File: config.mk
export PLATFORM = sky130hd
export DESIGN_NAME = mmio_uart_tx
export DESIGN_NICKNAME = d
export VERILOG_FILES = /design/src/rtl/mmio_uart_tx.sv
export SDC_FILE = /design/constraint.sdc
export NUM_CORES = 1
export LEC_CHECK = 0
export ABC_AREA = 1
export BUFFER_PORTS_ARGS = -buffer_cell sky130_fd_sc_hd__buf_2
export CORE_MARGIN = 4
export CORE_UTILIZATION = 63
export CTS_CLUSTER_SIZE = 16
export DETAILED_ROUTE_END_ITERATION = 10
export PLACE_DENSITY_LB_ADDON = 0.25
export SKIP_CTS_REPAIR_TIMING = 1
export SLEW_MARGIN = 20
export SYNTH_ARGS = -nofsm -noshare
export SYNTH_HDL_FRONTEND = slang
export SYNTH_SLANG_ARGS = --single-unit
export TNS_END_PERCENT = 20
File: constraint.sdc
create_clock -name clk -period 5.85 [get_ports clk]
set_input_delay 0.8775 -clock clk [delete_from_list [all_inputs] [get_ports clk]]
set_output_delay 0.8775 -clock clk [all_outputs]
set_load 0.01 [all_outputs]
File: src/rtl/mmio_uart_tx.sv
// Memory-mapped UART transmitter: TX FIFO plus 8N1 serialiser, LSB first.
// Define UART_TX_PARITY_EN to add an even-parity bit after the data bits.
module mmio_uart_tx #(
  parameter logic [31:0] BASE_ADDR   = 32'h0000_0400,
  parameter int unsigned FIFO_DEPTH  = 8,
  parameter logic [15:0] DEFAULT_DIV = 16'd434
) (
  input  logic        clk,
  input  logic        reset_n,
  input  logic        we,
  input  logic [31:0] a,
  input  logic [31:0] wd,
  output logic        sel,
  output logic [31:0] rd,
  output logic        txd,
  output logic        irq
);

  localparam int unsigned PW = $clog2(FIFO_DEPTH);
  localparam int unsigned CW = PW + 1;
`ifdef UART_TX_PARITY_EN
  localparam logic PAR_EN = 1'b1;
`else
  localparam logic PAR_EN = 1'b0;
`endif

  typedef enum logic [2:0] {StIdle, StStart, StData, StParity, StStop} state_t;

  logic [7:0]    r_mem [FIFO_DEPTH];
  logic [PW-1:0] r_wptr, r_rptr;
  logic [CW-1:0] r_count, w_count_d;
  logic          r_ovf;
  logic [15:0]   r_div, r_adiv, w_adiv_d, r_cnt, w_cnt_d;
  logic [7:0]    r_shreg, w_shreg_d;
  logic [2:0]    r_bit, w_bit_d;
  logic          r_par, w_par_d;
  logic          r_txd, w_txd_d;
  logic          r_irq;
  state_t        r_state, w_state_d;

  logic        w_sel, w_wr, w_push, w_push_ok, w_pop, w_full, w_empty, w_busy;
  logic [1:0]  w_cnt_sat;
  logic [7:0]  w_head;
  logic        w_unused;

  assign w_sel     = (a[31:4] == BASE_ADDR[31:4]);
  assign w_wr      = we & w_sel;
  assign w_push    = w_wr & (a[3:2] == 2'd0);
  assign w_full    = (r_count == CW'(FIFO_DEPTH));
  assign w_empty   = (r_count == '0);
  // A pop in the same cycle frees the slot, so a push into a full FIFO still lands.
  assign w_push_ok = w_push & (~w_full | w_pop);
  assign w_head    = r_mem[r_rptr];
  assign w_busy    = (r_state != StIdle);
  assign w_cnt_sat = (r_count > CW'(2)) ? 2'd3 : r_count[1:0];
  assign w_unused  = ^{a[1:0], wd[31:16]};

  assign sel = w_sel;
  assign txd = r_txd;
  assign irq = r_irq;

  always_comb begin
    rd = 32'd0;
    if (w_sel) begin
      unique case (a[3:2])
        2'd1:    rd = {25'd0, PAR_EN, r_ovf, w_full, w_empty, w_busy, w_cnt_sat};
        2'd2:    rd = {16'd0, r_div};
        default: rd = 32'd0;
      endcase
    end
  end

  always_comb begin
    w_count_d = r_count;
    unique case ({w_push_ok, w_pop})
      2'b10:   w_count_d = r_count + CW'(1);
      2'b01:   w_count_d = r_count - CW'(1);
      default: w_count_d = r_count;
    endcase
  end

  always_comb begin
    w_state_d = r_state;
    w_cnt_d   = r_cnt;
    w_bit_d   = r_bit;
    w_shreg_d = r_shreg;
    w_adiv_d  = r_adiv;
    w_par_d   = r_par;
    w_pop     = 1'b0;
    unique case (r_state)
      StIdle: begin
        if (!w_empty) begin
          w_pop     = 1'b1;
          w_shreg_d = w_head;
          w_par_d   = ^w_head;
          w_adiv_d  = r_div;
          w_cnt_d   = r_div - 16'd1;
          w_state_d = StStart;
        end
      end
      StStart: begin
        if (r_cnt == 16'd0) begin
          w_cnt_d   = r_adiv - 16'd1;
          w_bit_d   = 3'd0;
          w_state_d = StData;
        end else begin
          w_cnt_d = r_cnt - 16'd1;
        end
      end
      StData: begin
        if (r_cnt == 16'd0) begin
          w_cnt_d   = r_adiv - 16'd1;
          w_shreg_d = {1'b0, r_shreg[7:1]};
          w_bit_d   = r_bit + 3'd1;
          if (r_bit == 3'd7) begin
`ifdef UART_TX_PARITY_EN
            w_state_d = StParity;
`else
            w_state_d = StStop;
`endif
          end
        end else begin
          w_cnt_d = r_cnt - 16'd1;
        end
      end
`ifdef UART_TX_PARITY_EN
      StParity: begin
        if (r_cnt == 16'd0) begin
          w_cnt_d   = r_adiv - 16'd1;
          w_state_d = StStop;
        end else begin
          w_cnt_d = r_cnt - 16'd1;
        end
      end
`endif
      StStop: begin
        if (r_cnt == 16'd0) begin
          // Back-to-back frames: pop straight into START with no idle gap.
          if (!w_empty) begin
            w_pop     = 1'b1;
            w_shreg_d = w_head;
            w_par_d   = ^w_head;
            w_adiv_d  = r_div;
            w_cnt_d   = r_div - 16'd1;
            w_state_d = StStart;
          end else begin
            w_state_d = StIdle;
          end
        end else begin
          w_cnt_d = r_cnt - 16'd1;
        end
      end
      default: w_state_d = StIdle;
    endcase
  end

  // txd is registered from next-state values so the line never glitches.
  always_comb begin
    w_txd_d = 1'b1;
    unique case (w_state_d)
      StStart:  w_txd_d = 1'b0;
      StData:   w_txd_d = w_shreg_d[0];
      StParity: w_txd_d = w_par_d;
      default:  w_txd_d = 1'b1;
    endcase
  end

  always_ff @(posedge clk) begin
    if (w_push_ok) r_mem[r_wptr] <= wd[7:0];
  end

  always_ff @(posedge clk or negedge reset_n) begin
    if (!reset_n) begin
      r_wptr  <= '0;
      r_rptr  <= '0;
      r_count <= '0;
      r_ovf   <= 1'b0;
      r_div   <= DEFAULT_DIV;
    end else begin
      r_count <= w_count_d;
      if (w_push_ok) r_wptr <= r_wptr + PW'(1);
      if (w_pop)     r_rptr <= r_rptr + PW'(1);
      if (w_push && w_full && !w_pop) begin
        r_ovf <= 1'b1;
      end else if (w_wr && (a[3:2] == 2'd1) && wd[5]) begin
        r_ovf <= 1'b0;
      end
      if (w_wr && (a[3:2] == 2'd2)) begin
        r_div <= (wd[15:0] < 16'd2) ? 16'd2 : wd[15:0];
      end
    end
  end

  always_ff @(posedge clk or negedge reset_n) begin
    if (!reset_n) begin
      r_state <= StIdle;
      r_cnt   <= 16'd0;
      r_bit   <= 3'd0;
      r_shreg <= 8'd0;
      r_adiv  <= DEFAULT_DIV;
      r_par   <= 1'b0;
      r_txd   <= 1'b1;
      r_irq   <= 1'b1;
    end else begin
      r_state <= w_state_d;
      r_cnt   <= w_cnt_d;
      r_bit   <= w_bit_d;
      r_shreg <= w_shreg_d;
      r_adiv  <= w_adiv_d;
      r_par   <= w_par_d;
      r_txd   <= w_txd_d;
      r_irq   <= (w_count_d == '0) && (w_state_d == StIdle);
    end
  end

endmodule

# Word level (Yosys, flattened, before mapping)
# Memory sizes are Yosys's and may differ from the RTL's.
# Cells that the tools add are included.
totals:
  out_inout_bits: 35
  mem_bits_rw: 64
  inputBits: 67
  n_memories: 1
  register_bits: 76
  word_cells: 107
mem_list:
  columns: ["name", "depth", "width", "rd", "rd_ports_with_merged_regs", "write_ports", "line", "text"]
  rows:
  - ["r_mem", 8, 8, 1, 0, 1, "29", "logic [7:0] r_mem [FIFO_DEPTH];"]
classes:
  addsub: 8
  bitwise_logic: 5
  n_reduce_logical: 24
  n_eq_ne: 16
  magnitude_cmp: 2
  mux: 37
op_table:
  columns: ["cell", "count"]
  rows:
  - ["$mux W16", 6]
  - ["$pmux W16 S2", 2]
  - ["$pmux W16 S3", 1]
  - ["$sub A16 B1 Y16 const B", 3]
  - ["$mux W32", 1]
  - ["$eq A28 B7 Y1 const B", 1]
  - ["$mux W8", 3]
  - ["$pmux W8 S3", 1]
  - ["$mux W3", 7]
  - ["$logic_not A16 Y1", 1]
  - ["$lt A16 B2 Y1 const B", 1]
  - ["$pmux W3 S4", 1]
  - ["$add A3 B1 Y3 const B", 3]
  - ["$eq A3 B2 Y1 const B", 3]
  - ["$mux W1", 9]
  - ["$reduce_bool A3 Y1", 3]
  - ["$logic_not A4 Y1", 2]
  - ["$pmux W4 S2", 1]
  - ["$reduce_xor A8 Y1", 1]
  - ["$eq A3 B1 Y1 const B", 2]
  - ["$eq A3 B3 Y1 const B", 2]
  - ["$logic_and A1 B1 Y1", 6]
  - ["$logic_not A3 Y1", 2]
  - ["$ne A2 B2 Y1 const B", 3]
  - ["other kinds (19)", 27]

# Depth between registers and ports, before layout
logic_depth:
  word_depth: 10
  depth_mapped: 18
  mapped_depth_nobuf: 18

# Least setup slack after synthesis
# No wires, ideal clock.
synth_path:
  path_type: "input-to-reg"
  start: "in a[5]"
  end: "reg r_irq, in the netlist irq"
  required_time_ps: 5788
  cell_stages: 14
  path_buffers: 0
  arrival_ps: 3105
  setup_ps: 62
  slack_ps: 2683
  path_cell_list: "nor4_1 nor3b_1 nand2_1 nor3_1 nand2_2 ha_1 xor2_1 ha_1 a21oi_1 xor2_1 o21ai_0 inv_1 nor2_1 and3_1"
synth_between:
  elab_chain_len: 8
  word_cells_on_any_way: 9
synth_rtl:
  columns: ["item", "line", "text"]
  rows:
  - ["start: declaration", "11", "input logic [31:0] a,"]
  - ["$eq A28 B7 Y1 (*)", "46", "assign w_sel = (a[31:4] == BASE_ADDR[31:4]);"]
  - ["$and A1 B1 Y1 (*)", "47", "assign w_wr = we & w_sel;"]
  - ["$and A1 B1 Y1 (*)", "48", "assign w_push = w_wr & (a[3:2] == 2'd0);"]
  - ["$and A1 B1 Y1 (*)", "52", "assign w_push_ok = w_push & (~w_full | w_pop);"]
  - ["$eq A2 B1 Y1 or $eq A2 B2 Y1 (tied branches)", "75", "unique case ({w_push_ok, w_pop})"]
  - ["$pmux W4 S2 (*)", "75", null]
  - ["via w_count_d[2]", "31", "logic [CW-1:0] r_count, w_count_d;"]
  - ["$logic_not A4 Y1 (*)", "212", "r_irq <= (w_count_d == '0) && (w_state_d == StIdle);"]
  - ["$logic_and A1 B1 Y1 (*)", "212", null]
  - ["end signal: assignment", "212", null]
  - ["end: declaration", "38", "logic r_irq;"]
# The timed path passes the listed nets; every way through them passes the cells marked *.
# A chain may end at the register's enable or synchronous reset.

# Worst setup path after layout
layout_path:
  start: "reg r_cnt[0]"
  end: "reg r_irq, in the netlist irq"
layout_between:
  elab_chain_len: 9
  word_cells_on_any_way: 15
layout_rtl:
  columns: ["item", "line", "text"]
  rows:
  - ["start: declaration", "33", "logic [15:0] r_div, r_adiv, w_adiv_d, r_cnt, w_cnt_d;"]
  - ["start signal: assignment", "206", "r_cnt <= w_cnt_d;"]
  - ["$logic_not A16 Y1 (*)", "137", "if (r_cnt == 16'd0) begin"]
  - ["$mux W1 (*)", "137", null]
  - ["$pmux W1 S2 (*)", "90", "unique case (r_state)"]
  - ["$or A1 B1 Y1", "52", null]
  - ["$and A1 B1 Y1", "52", null]
  - ["$eq A2 B1 Y1 or $eq A2 B2 Y1 (tied branches)", "75", null]
  - ["$pmux W4 S2 (*)", "75", null]
  - ["via w_count_d[2]", "31", null]
  - ["$logic_not A4 Y1 (*)", "212", null]
  - ["$logic_and A1 B1 Y1 (*)", "212", null]
# Marked as above.

==> parameters.txt <==
Parameter                              Value

Clock network
  CTS tree ... built
  Worst-Skew Late Latency ... 0.43 ns
  H-tree depth reported by CTS ... 4
  Number of buffers created by CTS ... 17
  Max Root-Sink Buffers ... 2
  CTS clk-pin slew, worst paths ... 0.06 ns
  Cell at the root of the clock tree ... sky130_fd_sc_hd__clkbuf_16
  Clock tree sinks ... 139

Drt
  Final routed wire length divided by cell count ... 15.7 um
  Via count of the routed design ... 7036
  Length of the first detailed-routing pass in iterations ... 6
  Vias per inst ... 5.55
  DRC marker count from the first detailed-route iteration ... 619
  Total detailed-routing wirelength ... 19800 um
  Detail Route Antenna Nets ... 0
  Drc violations ... 0

Finish
  Share of final-layout standard cells stronger than drive strength 1 ... 0.142
  Number of nets at the end of the flow ... 1163
  Most frequent cells in the layout ... sky130_fd_sc_hd__nand2_1, sky130_fd_sc_hd__inv_1, sky130_fd_sc_hd__nor2_1
  Layout-stage area growth over the synthesis result ... 11.3%
  Most common library cell in the layout ignoring fill and taps ... sky130_fd_sc_hd__nand2_1
  Number of inserted diodes ... 0

Synth
  Synth Warn # ... 0
  Synthesized area divided by synthesized cell count ... 7.94 um^2
  Gate Count Post-Synth ... 1021
  Mapped cell area ... 8100 um^2
  Number of enable-type register cells in the synthesized netlist ... 64
  Most frequently used flop master after synthesis ... sky130_fd_sc_hd__edfxtp_1
  Proportion of synthesized chip area in sequential cells ... 0.471
  Synth async-reset ratio ... 0.540
  Yosys cell types ... 49
  Register bit count reported by yosys ... 139

Pwr
  Clock share of power ... 0.486
  Areal power density over the cells ... 231 nW/um^2
  Int Pwr ... 1.64 mW
  Switching pwr ... 0.448 mW
  Sw frac ... 0.215
  Leakage power summed over all cells ... 4.35 nW
  Comb power frac ... 0.023
  Highest ir drop seen on vdd ... 0.000185 V
  Sequential power share ... 0.491

Run
  Max-capacitance violation count ... 0

STA
  Post-route setup TNS ... 0 ns
  Measured slew at the worst slew-check pin ... 0.956 ns
  Max-slew violation count ... 0
  F_max ... 275 MHz
  Final clock skew ... 0.0102 ns
  Final Hold Vio Count ... 0
  Final critical-path setup slack ... 2.21 ns
  Final count of negative-setup-slack endpoints ... 0
  Period utilization ... 0.623
  RSZ-0062 raised after global routing ... no
  Worst rel slew slack ... 0.363
  Shortest period the worst path allows ... 3.64 ns

Global routing
  Vias in the first global route ... 6646
  Global route total overflow ... 0
  First-pass GRT wire length ... 32500 um
  Overall track demand over capacity in global routing ... 0.284
  Initial antenna violation count ... 0
  Pin count of the biggest net entering global routing ... 76

Place
  Worst-case setup slack after placement ... 2.04 ns
  Count of buffers from port buffering ... 67
  HPWL after detailed placement ... 13700 um
  Global placement routability congestion ... 0.946

Floorplan
  Site Rows ... 41
  Vertical die dimension ... 121 um
  Core area ... 12600 um^2
  Die ar. ... 14700 um^2
  Width of the die ... 121 um
  Initial core utilization ... 0.642
  Num ports ... 102

Critical path
  Maximum fanout count along the critical path ... 38
  Class of the most critical setup path ... reg -> reg
  Capture point of the worst path ... irq
  Cells on worst reg2reg path ... 18
  WP data required ... 6.21 ns
  Reg-to-reg slack, setup ... 2.21 ns
  Critical Path Source Type ... flop
  Arrival time at the worst endpoint ... 4.00 ns
  Crit path from ... r_cnt[0]
  RR Endpoint ... irq
  Critical R2R Launch ... r_cnt[0]
  CP endpoint kind ... flop

Min path
  Path class of the lowest-slack min-delay path ... reg -> reg

Outcome
  Outcome ... complete, no violations
## sequential cells by signal, indices dropped and copies added, names as in the netlist
register,count
r_mem,64
r_adiv,16
r_cnt,16
r_div,16
r_shreg,8
r_count,4
r_bit,3
r_rptr,3
r_state,3
r_wptr,3
irq,1
r_ovf,1
txd,1
## Yosys cell counts (all sizes together) (4+ instances only)
cell type	instances	area, um^2
a22oi	5	37.5
buf	41	288
clkbuf	4	15.0
o21ai	72	368
xnor2	8	70.1
nand3	90	460
nand3b	4	30.0
dfrtp	63	1580
edfxtp	64	1920
nand4	15	115
o211ai	4	30.0
nor4	10	62.6
nand2	286	1100
dfstp	12	315
inv	145	544
nor2	113	505
ha	14	175
nor3	8	45.0
a21oi	19	106
xor2	22	193
## per-layer routing
layer / vias to the layer above / global-route usage / wire length, um / part of all wire
met5: - / 0 / 0 / 0
met4: 0 / 0.113 / 490 / 0.025
met3: 43 / 0.0503 / 1790 / 0.090
met2: 337 / 0.429 / 9060 / 0.46
met1: 3272 / 0.409 / 8510 / 0.43
li1: 3384 / - / - / -
## worst max-delay path, cell delays in order, from the launching register on
cell and delay, ns:
sky130_fd_sc_hd__dfrtp_1 0.40, sky130_fd_sc_hd__inv_1 0.13, sky130_fd_sc_hd__ha_1 0.21, sky130_fd_sc_hd__inv_1 0.08, sky130_fd_sc_hd__nor3_2 0.23, sky130_fd_sc_hd__nand4_4 0.31, sky130_fd_sc_hd__nand2_4 0.21, sky130_fd_sc_hd__nand3_2 0.07
sky130_fd_sc_hd__buf_4 0.27, sky130_fd_sc_hd__inv_2 0.25, sky130_fd_sc_hd__ha_1 0.28, sky130_fd_sc_hd__xor2_1 0.22, sky130_fd_sc_hd__ha_1 0.18, sky130_fd_sc_hd__a21oi_1 0.05, sky130_fd_sc_hd__xor2_1 0.17, sky130_fd_sc_hd__o21ai_0 0.17
sky130_fd_sc_hd__inv_1 0.07, sky130_fd_sc_hd__nor2_1 0.09, sky130_fd_sc_hd__and3_1 0.17
## area by class of cell
| type | instances | area (um^2) |
|---|---|---|
| fill | 975 | 3600 |
| multi-input combinational | 704 | 3500 |
| clock inverter | 8 | 61.3 |
| timing repair buffer | 72 | 375 |
| inverter | 148 | 557 |
| sequential | 139 | 3810 |
| tap | 172 | 215 |
| clock buffer | 24 | 497 |
## logic make-up (layout without fill, tap and decap cells)
family / Yosys count / count (layout) / synth area share
adder cells (fa/ha/maj): 14 / 14 / 0.0216
AO/OA/AOI/OAI: 111 / 111 / 0.0777
XOR/XNOR: 30 / 30 / 0.0324
other: 1 / 16 / 0.000463
flip-flops: 139 / 139 / 0.471
AND/OR/NAND/NOR: 533 / 533 / 0.291
buffers and inverters: 193 / 252 / 0.106
## power groups by stage
stage / Clock (mW) / Combinational [mW] / Sequential (mW)
CTS: 1.01 / 0.0492 / 1.02
finish: 1.01 / 0.0489 / 1.02
global placement: 0 / 0.0484 / 1.04
detailed placement: 0 / 0.0492 / 1.04
global route: 1.06 / 0.0557 / 1.02
floorplan: 0 / 0.0192 / 1.04
## through the flow
| stage | total power, mW | util | hold slack [ns] | cell area, um^2 | cells |
|---|---|---|---|---|---|
| after floorplan | 1.06 | - | 0.449 | 8160 | 1036 |
| after global placement | 1.09 | 0.669 | 0.464 | 8450 | 1235 |
| after detailed placement | 1.09 | 0.670 | 0.473 | 8450 | 1235 |
| after CTS | 2.09 | 0.714 | 0.486 | 9010 | 1267 |
| after global routing | 2.13 | 0.714 | 0.501 | 9020 | 1267 |
| final | 2.08 | 0.714 | 0.491 | 9020 | 1267 |
## worst min-delay path by stage
| stage | endpoint | slack [ns] | depth (start not counted) | from |
|---|---|---|---|---|
| after global placement | r_adiv[1] | 0.46 | 2 | r_adiv[1] |
| after CTS | r_ovf | 0.49 | 2 | r_ovf |
| after detailed placement | r_ovf | 0.47 | 2 | r_ovf |
| after floorplan | r_shreg[1] | 0.45 | 2 | r_shreg[1] |
| final | r_shreg[1] | 0.49 | 2 | r_shreg[1] |
| after global routing | r_adiv[4] | 0.50 | 2 | r_adiv[4] |
(Power assumes the default switching activity.)
